**config.mk**
```make
export PLATFORM = sky130hd
export DESIGN_NAME = core_ctrl_flat
export DESIGN_NICKNAME = d
export VERILOG_FILES = /design/src/rtl/core_ctrl_if.sv /design/src/rtl/core_ctrl.sv /design/src/flat_wrapper.sv
export SDC_FILE = /design/constraint.sdc
export NUM_CORES = 1
export LEC_CHECK = 0
export BUFFER_PORTS_ARGS = -buffer_cell sky130_fd_sc_hd__buf_2
export CORE_UTILIZATION = 40
export DETAILED_ROUTE_END_ITERATION = 16
export HOLD_SLACK_MARGIN = 0.05
export SYNTH_ARGS = -nofsm -noshare
export SYNTH_HDL_FRONTEND = slang
export SYNTH_SLANG_ARGS = --single-unit
export TNS_END_PERCENT = 100
```
**constraint.sdc**
```tcl
create_clock -name clk -period 4.1 [get_ports clk]
set_input_delay 0.41 -clock clk [delete_from_list [all_inputs] [get_ports clk]]
set_output_delay 0.41 -clock clk [all_outputs]
set_load 0.02 [all_outputs]
```
**src/rtl/core_ctrl_if.sv**
```systemverilog
// core_ctrl_if: control/instruction bundle between the core_ctrl sequencer and its host/core.
// master = sequencer side, slave = host/core side.
interface core_ctrl_if;
  logic        start;
  logic        abort;
  logic [16:0] inst;
  logic        busy;
  logic        done;
  logic        rd_valid;
  logic [3:0]  rd_add;

  modport master (
    input  start,
    input  abort,
    output inst,
    output busy,
    output done,
    output rd_valid,
    output rd_add
  );

  modport slave (
    output start,
    output abort,
    input  inst,
    input  busy,
    input  done,
    input  rd_valid,
    input  rd_add
  );
endinterface

```
**src/rtl/core_ctrl.sv**
```systemverilog
// core_ctrl: fixed-schedule instruction sequencer for core (K load, Q execute, output FIFO drain to pmem).
// Define CORE_CTRL_READBACK_EN to add the pmem readback phase that drives rd_valid/rd_add.
module core_ctrl #(
  parameter int total_cycle = 8,
  parameter int col         = 8,
  parameter int load_gap    = 10,
  parameter int drain_gap   = 10
) (
  input  logic        clk,
  input  logic        reset,
  core_ctrl_if.master bus
);

  typedef enum logic [3:0] {
    ST_IDLE  = 4'd0,
    ST_KLOAD = 4'd1,
    ST_KTAIL = 4'd2,
    ST_KGAP  = 4'd3,
    ST_EXEC  = 4'd4,
    ST_EGAP  = 4'd5,
    ST_MOVE  = 4'd6,
    ST_RDBK  = 4'd7,
    ST_DONE  = 4'd8
  } state_t;

  localparam int B_OFIFO_RD = 16;
  localparam int B_EXECUTE  = 7;
  localparam int B_LOAD     = 6;
  localparam int B_QMEM_RD  = 5;
  localparam int B_KMEM_RD  = 3;
  localparam int B_PMEM_RD  = 1;
  localparam int B_PMEM_WR  = 0;

  localparam logic [7:0] COL_M1   = 8'(col - 1);
  localparam logic [7:0] TC_M1    = 8'(total_cycle - 1);
  localparam logic [7:0] LGAP_M1  = 8'(load_gap - 1);
  localparam logic [7:0] DGAP_M1  = 8'(drain_gap - 1);
  localparam logic       HAS_LGAP = (load_gap > 0) ? 1'b1 : 1'b0;
  localparam logic       HAS_DGAP = (drain_gap > 0) ? 1'b1 : 1'b0;

  state_t      state_r;
  state_t      state_s;
  logic [7:0]  cnt_r;
  logic [7:0]  cnt_s;
  logic [3:0]  addr_r;
  logic [3:0]  addr_s;
  logic        last_s;

  logic [16:0] inst_r;
  logic [16:0] inst_s;
  logic        busy_r;
  logic        busy_s;
  logic        done_r;
  logic        done_s;
  logic        rd_valid_r;
  logic        rd_valid_s;
  logic [3:0]  rd_add_r;
  logic [3:0]  rd_add_s;

  // Next state: the shared down-counter and the address counter restart on every state entry.
  always_comb begin
    state_s = state_r;
    cnt_s   = cnt_r - 8'd1;
    addr_s  = addr_r + 4'd1;
    last_s  = (cnt_r == 8'd0);
    if (bus.abort) begin
      state_s = ST_IDLE;
      cnt_s   = 8'd0;
      addr_s  = 4'd0;
    end else if (state_r == ST_IDLE) begin
      addr_s = 4'd0;
      if (bus.start) begin
        state_s = ST_KLOAD;
        cnt_s   = COL_M1;
      end else begin
        cnt_s = 8'd0;
      end
    end else if (last_s) begin
      addr_s = 4'd0;
      case (state_r)
        ST_KLOAD: begin
          state_s = ST_KTAIL;
          cnt_s   = 8'd0;
        end
        ST_KTAIL: begin
          if (HAS_LGAP) begin
            state_s = ST_KGAP;
            cnt_s   = LGAP_M1;
          end else begin
            state_s = ST_EXEC;
            cnt_s   = TC_M1;
          end
        end
        ST_KGAP: begin
          state_s = ST_EXEC;
          cnt_s   = TC_M1;
        end
        ST_EXEC: begin
          if (HAS_DGAP) begin
            state_s = ST_EGAP;
            cnt_s   = DGAP_M1;
          end else begin
            state_s = ST_MOVE;
            cnt_s   = TC_M1;
          end
        end
        ST_EGAP: begin
          state_s = ST_MOVE;
          cnt_s   = TC_M1;
        end
`ifdef CORE_CTRL_READBACK_EN
        ST_MOVE: begin
          state_s = ST_RDBK;
          cnt_s   = TC_M1;
        end
        ST_RDBK: begin
          state_s = ST_DONE;
          cnt_s   = 8'd0;
        end
`else
        ST_MOVE: begin
          state_s = ST_DONE;
          cnt_s   = 8'd0;
        end
`endif
        default: begin
          state_s = ST_IDLE;
          cnt_s   = 8'd0;
        end
      endcase
    end else begin
      state_s = state_r;
    end
  end

  // Output decode from the upcoming state so inst/busy/done line up with state_r after the edge.
  always_comb begin
    inst_s = 17'd0;
    busy_s = (state_s != ST_IDLE);
    done_s = 1'b0;
    case (state_s)
      ST_KLOAD: begin
        inst_s[B_LOAD]    = 1'b1;
        inst_s[B_KMEM_RD] = 1'b1;
        inst_s[15:12]     = addr_s;
      end
      ST_KTAIL: begin
        inst_s[B_LOAD] = 1'b1;
      end
      ST_EXEC: begin
        inst_s[B_EXECUTE] = 1'b1;
        inst_s[B_QMEM_RD] = 1'b1;
        inst_s[15:12]     = addr_s;
      end
      ST_MOVE: begin
        inst_s[B_OFIFO_RD] = 1'b1;
        inst_s[B_PMEM_WR]  = 1'b1;
        inst_s[11:8]       = addr_s;
      end
`ifdef CORE_CTRL_READBACK_EN
      ST_RDBK: begin
        inst_s[B_PMEM_RD] = 1'b1;
        inst_s[11:8]      = addr_s;
      end
`endif
      ST_DONE: begin
        done_s = 1'b1;
      end
      default: begin
        inst_s = 17'd0;
      end
    endcase
  end

  // Readback tracking: pmem data arrives one cycle after the read issued in RDBK.
  always_comb begin
`ifdef CORE_CTRL_READBACK_EN
    if ((state_r == ST_RDBK) && !bus.abort) begin
      rd_valid_s = 1'b1;
      rd_add_s   = addr_r;
    end else begin
      rd_valid_s = 1'b0;
      rd_add_s   = 4'd0;
    end
`else
    rd_valid_s = 1'b0;
    rd_add_s   = 4'd0;
`endif
  end

  // State, counters and registered outputs.
  always_ff @(posedge clk or posedge reset) begin
    if (reset) begin
      state_r    <= ST_IDLE;
      cnt_r      <= 8'd0;
      addr_r     <= 4'd0;
      inst_r     <= 17'd0;
      busy_r     <= 1'b0;
      done_r     <= 1'b0;
      rd_valid_r <= 1'b0;
      rd_add_r   <= 4'd0;
    end else begin
      state_r    <= state_s;
      cnt_r      <= cnt_s;
      addr_r     <= addr_s;
      inst_r     <= inst_s;
      busy_r     <= busy_s;
      done_r     <= done_s;
      rd_valid_r <= rd_valid_s;
      rd_add_r   <= rd_add_s;
    end
  end

  assign bus.inst     = inst_r;
  assign bus.busy     = busy_r;
  assign bus.done     = done_r;
  assign bus.rd_valid = rd_valid_r;
  assign bus.rd_add   = rd_add_r;

endmodule

```
**src/flat_wrapper.sv**
```systemverilog
// flat-port wrapper written by rule: the top's interface ports become plain ports
module core_ctrl_flat 
#(
  parameter int total_cycle = 8,
  parameter int col         = 8,
  parameter int load_gap    = 10,
  parameter int drain_gap   = 10
)
  (clk, reset, bus_start, bus_abort, bus_inst, bus_busy, bus_done, bus_rd_valid, bus_rd_add);
  core_ctrl_if bus_i ();
  input  logic clk;
  input  logic reset;
  input wire logic [$bits(bus_i.start)-1:0] bus_start;
  input wire logic [$bits(bus_i.abort)-1:0] bus_abort;
  output wire logic [$bits(bus_i.inst)-1:0] bus_inst;
  output wire logic [$bits(bus_i.busy)-1:0] bus_busy;
  output wire logic [$bits(bus_i.done)-1:0] bus_done;
  output wire logic [$bits(bus_i.rd_valid)-1:0] bus_rd_valid;
  output wire logic [$bits(bus_i.rd_add)-1:0] bus_rd_add;
  assign bus_i.start = bus_start;
  assign bus_i.abort = bus_abort;
  assign bus_inst = bus_i.inst;
  assign bus_busy = bus_i.busy;
  assign bus_done = bus_i.done;
  assign bus_rd_valid = bus_i.rd_valid;
  assign bus_rd_add = bus_i.rd_add;
  core_ctrl #(.total_cycle(total_cycle), .col(col), .load_gap(load_gap), .drain_gap(drain_gap)) u_core (.clk(clk), .reset(reset), .bus(bus_i));
endmodule
```
## Word-level counts from Yosys, hierarchy flattened

Index checks and enable logic that the tools add are counted.

| storage, ports and cells | value |
|---|---|
| register bits | 32 |
| latch bits | 0 |
| RAM bits | 0 |
| bits in read-only memories | 0 |
| input port bits | 4 |
| output and inout bits | 24 |
| logic and storage cells | 46 |
| memories kept | 0 |

| operators by class | value |
|---|---|
| $add $sub $neg | 2 |
| $mul | 0 |
| divide/modulo/power cells | 0 |
| order comparisons | 0 |
| eq/ne operators | 11 |
| shift operators | 0 |
| multiplexer cells | 20 |
| bitwise logic cells | 0 |
| reductions and logical operators | 7 |

Operator list:

| kind | count |
|---|---|
| $mux 4 | 9 |
| $mux 8 | 3 |
| $pmux 4 s6 | 1 |
| $eq 4x3->1 const B | 5 |
| $eq 4x2->1 const B | 3 |
| $eq 4x1->1 const B | 2 |
| $logic_not 8->1 | 1 |
| $pmux 4 s2 | 1 |
| $reduce_or 2->1 | 4 |
| $sub 8x1->8 const B | 1 |
| $mux 1 | 5 |
| $add 4x1->4 const B | 1 |
| $eq 4x4->1 const B | 1 |
| $logic_not 4->1 | 1 |
| $reduce_bool 4->1 | 1 |
| $mux 3 | 1 |

## Depth between registers and ports, before layout

| depth | value |
|---|---|
| word-level depth | 8 |
| gate-level depth with buffers | 8 |
| mapped depth without buffers | 8 |

## Worst setup path before layout

No wires, ideal clock.

| timing | value |
|---|---|
| kind | reg2reg |
| from | register u_core.cnt_r[0] |
| to | register u_core.inst_r[11], in the netlist u_core.bus.inst[11] |
| library setup time | 0.081 ns |
| arrival time | 2.161 ns |
| data required time | 4.019 ns |
| path slack | 1.858 ns |
| cell stages (with the launch flop) | 9 |
| path buffers | 0 |
| clock period less this slack | 2.242 ns |
| cell sequence | dfrtp_1 > inv_1 > ha_1 > or3b_2 > o21ai_1 > a21o_2 > inv_2 > or4b_4 > nor3_2 |

| between the ends | value |
|---|---|
| cells in the longest elaborated chain, start to end | 6 |
| elaborated cells between the ends (all ways) | 9 |
| those cells by class | eq/ne (1); mux (7); reduce/logical (1) |

RTL lines:

| item | RTL line | RTL |
|---|---|---|
| start: declaration | core_ctrl.sv:43 | `logic [7:0] cnt_r;` |
| start signal: assignment | core_ctrl.sv:204 | `cnt_r <= cnt_s;` |
| $logic_not 8->1 | core_ctrl.sv:65 | `last_s = (cnt_r == 8'd0);` |
| $mux 4 | core_ctrl.sv:78 | `end else if (last_s) begin` |
| $mux 4 | core_ctrl.sv:70 | `end else if (state_r == ST_IDLE) begin` |
| $mux 4 | core_ctrl.sv:66 | `if (bus.abort) begin` |
| via u_core.state_s[3] | core_ctrl.sv:42 | `state_t state_s;` |
| $eq 4x3->1 | core_ctrl.sv:141 | `case (state_s)` |
| $mux 4 | core_ctrl.sv:141 |  |
| via u_core.inst_s[11] | core_ctrl.sv:50 | `logic [16:0] inst_s;` |
| end signal: assignment | core_ctrl.sv:206 | `inst_r <= inst_s;` |
| end: declaration | core_ctrl.sv:49 | `logic [16:0] inst_r;` |

The timed path passes the listed nets, and every way through them passes these cells.

## Worst setup path after layout

| timing | value |
|---|---|
| from | register u_core.cnt_r[0] |
| to | register u_core.inst_r[14], in the netlist u_core.bus.inst[14] |

| between the ends | value |
|---|---|
| elaborated cells between the ends (all ways) | 11 |
| those cells by class | eq/ne (2); mux (7); reduce/logical (2) |

RTL lines:

| item | RTL line | RTL |
|---|---|---|
| $logic_not 8->1 | core_ctrl.sv:65 |  |
| $mux 4 | core_ctrl.sv:78 |  |
| $mux 4 | core_ctrl.sv:70 |  |
| $mux 4 | core_ctrl.sv:66 |  |
| via u_core.addr_s[2] | core_ctrl.sv:46 | `logic [3:0] addr_s;` |
| $mux 4 | core_ctrl.sv:141 |  |
| via u_core.inst_s[14] | core_ctrl.sv:50 |  |

The timed path passes the listed nets, and every way through them passes these cells.

==> results.txt <==
The logs give 1053 for the via count of the first global-routing pass and 51.02% for the part of the Yosys area used for sequential elements. The floorplan step defined a die boundary enclosing 0.003925 mm². For the number of remaining DRC errors, the log shows 0. The initial utilization of the core area, before any placement, comes to 42.75%. Compared with the post-synthesis result, the final layout area differs by 11.31%. The tools report the total vias in the final route as 1031.

The post-synthesis instance area came out at 0.001471 mm². The run gives 0 as the number of antenna violations at the first check in global routing. TritonCTS built the clock tree. Final estimated routing congestion in global placement: 0.7799. After clock tree synthesis, the flow added hold-fix buffers numbering 0. Final number of hold-violating endpoints: 0. Between clock sinks in the finished design, the worst skew comes to 0.004648 ns. Cell chosen for the clock root: sky130_fd_sc_hd__clkbuf_8. Walking the worst path, the cells encountered are inv_1, ha_1, or3b_2, o211ai_1, nor2_1, inv_1, nor3_1.

After the first detailed-routing iteration, the DRC count stood at 30. The cell that appears most often on the critical path is sky130_fd_sc_hd__inv_1. The final layout contains routed wiring with a total length of 2.550 mm. In this design, the largest share of critical-path delay is due to simple AND/OR/NAND/NOR gates.

The worst setup path is captured at a flop. In the routed layout, each cell is associated on average with a via count of 4.957. After synthesis, the largest area contributor takes up 51.02% of total cell area. The shortest clock period the worst path allows after layout is 2.425 ns, and the number of post-CTS setup repair buffers is 0. The count of warnings emitted by yosys was 0; the number of H-tree branching levels was 2. The number of port buffers is 19. The logs give 0 for the final number of max-transition violations and 47.58% for the utilization after layout.

For the final net count, the log shows 168. The number of buffers and inverters on the critical path is 2, and the detailed placement HPWL is 1.858 mm. In this run, synthesis produced a sequential element count of 30. From bottom edge to top edge, the die measures 62.65 µm. The number of clock buffers added by TritonCTS is 5. The worst-case IR drop observed on VDD is 0.0002381 V.

Synthesis instantiated 40 different standard cells from the library. The total routing usage reported by global routing is 14.91%. The mean cell area of the mapped netlist works out to 10.36 µm². Headroom to the max-slew limit came out at 27.47%.

Data on the critical path is required at its endpoint by 4.25 ns. The final-report setup violation count was 0; the maximum buffer depth of the clock tree was 2. The non-filler instance count after layout was 208; the maximum frequency from static timing analysis was 0.4123 GHz. For the worst-skew pair, the clock arrives at the later sink with an insertion delay of 0.27 ns.

Type of the worst setup path: flop to flop. The predominant post-synthesis flop cell was sky130_fd_sc_hd__dfrtp_1. Entering global routing, the biggest net connects 31 pins.

The transition time at the pin with the least slew margin works out to 1.087 ns. The type of the worst min-delay path is input port to asynchronous set/reset pin. The synthesized instance count is 142. Setup repair after global routing left no endpoint under its margin.

After clock tree synthesis, the clock-pin slew on the worst setup and hold paths is 0.06 ns. The run finished with clean final reports. After synthesis, the most frequently instantiated cells are sky130_fd_sc_hd__dfrtp_1, sky130_fd_sc_hd__nor2_1, sky130_fd_sc_hd__buf_4.

The die outline width came out at 62.65 µm. For this design, the slowest cell found on the critical path is sky130_fd_sc_hd__o211ai_1. Final hold analysis gives a worst-case slack of 0.4020 ns. Counting flops with a built-in enable in the synthesized netlist gives 0.

By area the synthesized netlist is led by sky130_fd_sc_hd__dfrtp_1, sky130_fd_sc_hd__buf_4, sky130_fd_sc_hd__nor2_1. The worst setup margin was 1.675 ns. For the area of placed instances, the log shows 0.001559 mm². The max-capacitance violation count was 0; the final period utilization was 59.15%.

The total overflow left after global routing is 0. The delay of the slowest cell on the worst path was 0.74 ns; the cell total after placement was 201. Gates resized during post-CTS repair numbered 0. The post-layout instance area was 0.001638 mm²; the power per cell area was 445.1 mW/mm². The library cell with the highest instance count after synthesis is sky130_fd_sc_hd__dfrtp_1. The biggest fanout along the worst timing path came out at 11. After floorplanning, the core was divided into 21 placement rows. The first global-routing pass estimated 4.623 mm of wire. The core region area was 0.003442 mm². The count of clock tree sinks was 30; the worst setup slack after placement was 1.655 ns.

For the worst setup path, the data arrival time is 2.57 ns. The pre-antenna-repair detailed-routing pass consisted of 4 iterations. In the final layout, the share of cells above drive strength 1 is 24.07%. The detail route stage leaves a number of antenna-violating nets equal to 0. The share of flip-flops with an asynchronous set or reset is 100.0%, and the cell leakage power is 0.8279 nW. After detailed routing, the average wire length per cell comes to 12.26 µm.

The worst setup path is launched from a flop. The largest total area in the synthesized netlist belongs to sky130_fd_sc_hd__dfrtp_1. 28 I/O pins were placed. Adding up every negative setup slack in the final design gives 0 ns. Summing internal, switching and leakage power gives 0.7290 mW. 0 antenna diodes ended up in the layout.
-- worst reg2reg max path: stages (launching register included) --
cell,delay (ns)
sky130_fd_sc_hd__dfrtp_1,0.39
sky130_fd_sc_hd__inv_1,0.07
sky130_fd_sc_hd__ha_1,0.24
sky130_fd_sc_hd__or3b_2,0.53
sky130_fd_sc_hd__o211ai_1,0.74
sky130_fd_sc_hd__nor2_1,0.17
sky130_fd_sc_hd__inv_1,0.11
sky130_fd_sc_hd__nor3_1,0.06
-- registers in the layout, summed over array words and instances, names as in the netlist --
register         count
u_core.state_r       4
u_core.bus.done      1
u_core.bus.busy      1
u_core.bus.inst     12
u_core.cnt_r         8
u_core.addr_r        4
-- routing by layer --
metal / track usage, % / up-vias / routed length, µm
li1: - / 506 / -
met1: 18.16 / 501 / 1188
met2: 25.41 / 21 / 1206
met3: 4.927 / 3 / 132
met4: 3.488 / 0 / 21
met5: 0 / - / 0
-- worst paths after layout --
path / cells past startpoint / start / slack, ns / end
hold / removal: 2 / reset / 0.40 / u_core.bus.inst[11]
setup / recovery: 7 / u_core.cnt_r[0] / 1.67 / u_core.bus.inst[14]
max in group asynchronous: 2 / reset / 3.04 / u_core.cnt_r[1]
min in group clk: 3 / bus_abort / 0.44 / u_core.state_r[3]
hold reg to reg: 1 / u_core.addr_r[0] / 0.52 / u_core.bus.inst[8]
setup reg to reg: 7 / u_core.cnt_r[0] / 1.67 / u_core.bus.inst[14]
-- placed cells by master (no fill, tap or decap), drive strengths merged, types with 2 or more instances in the layout --
master  netlist  layout
clkinv        0       2
or4           3       3
nor3          8       8
nand2b        3       3
nand2        10      10
a21o          2       2
xnor2         7       7
dfrtp        30      30
ha            2       2
nor4          5       5
inv           9       9
xor2          4       4
conb          1       8
o211ai        3       3
nor2b         2       2
nor3b         2       2
o21ai         6       6
clkbuf        1       5
nor2         18      18
buf          12      19
a21oi         4       4
-- cell families (layout without fill, tap and decap cells) --
family	Yosys count	after routing	synth area share [%]
XOR/XNOR	11	11	6.547
AND/OR/NAND/NOR	58	58	22.45
buffers and inverters	22	35	8.503
other	1	8	0.2549
flip-flops	30	30	51.02
adder cells (fa/ha/maj)	2	2	1.700
AO/OA/AOI/OAI	18	18	9.524
-- power by group --
| part | switching, mW | total, mW | leakage (nW) | internal (mW) |
|---|---|---|---|---|
| combinational | 0.112 | 0.177 | 0.374 | 0.0657 |
| clock | 0.104 | 0.218 | 0.0438 | 0.114 |
| sequential | 0.0188 | 0.334 | 0.410 | 0.315 |
| total | 0.235 | 0.729 | 0.828 | 0.494 |
-- layout make-up --
type	count	area, µm²
fillers	340	1804
well taps	46	57.56
flip-flops and latches	30	750.7
repair buffers	19	95.09
inverters	9	33.78
clock inverters	2	10.01
clock buffers	5	68.82
multi-input cells	97	621.8
Power figures use the tool's default switching activity.
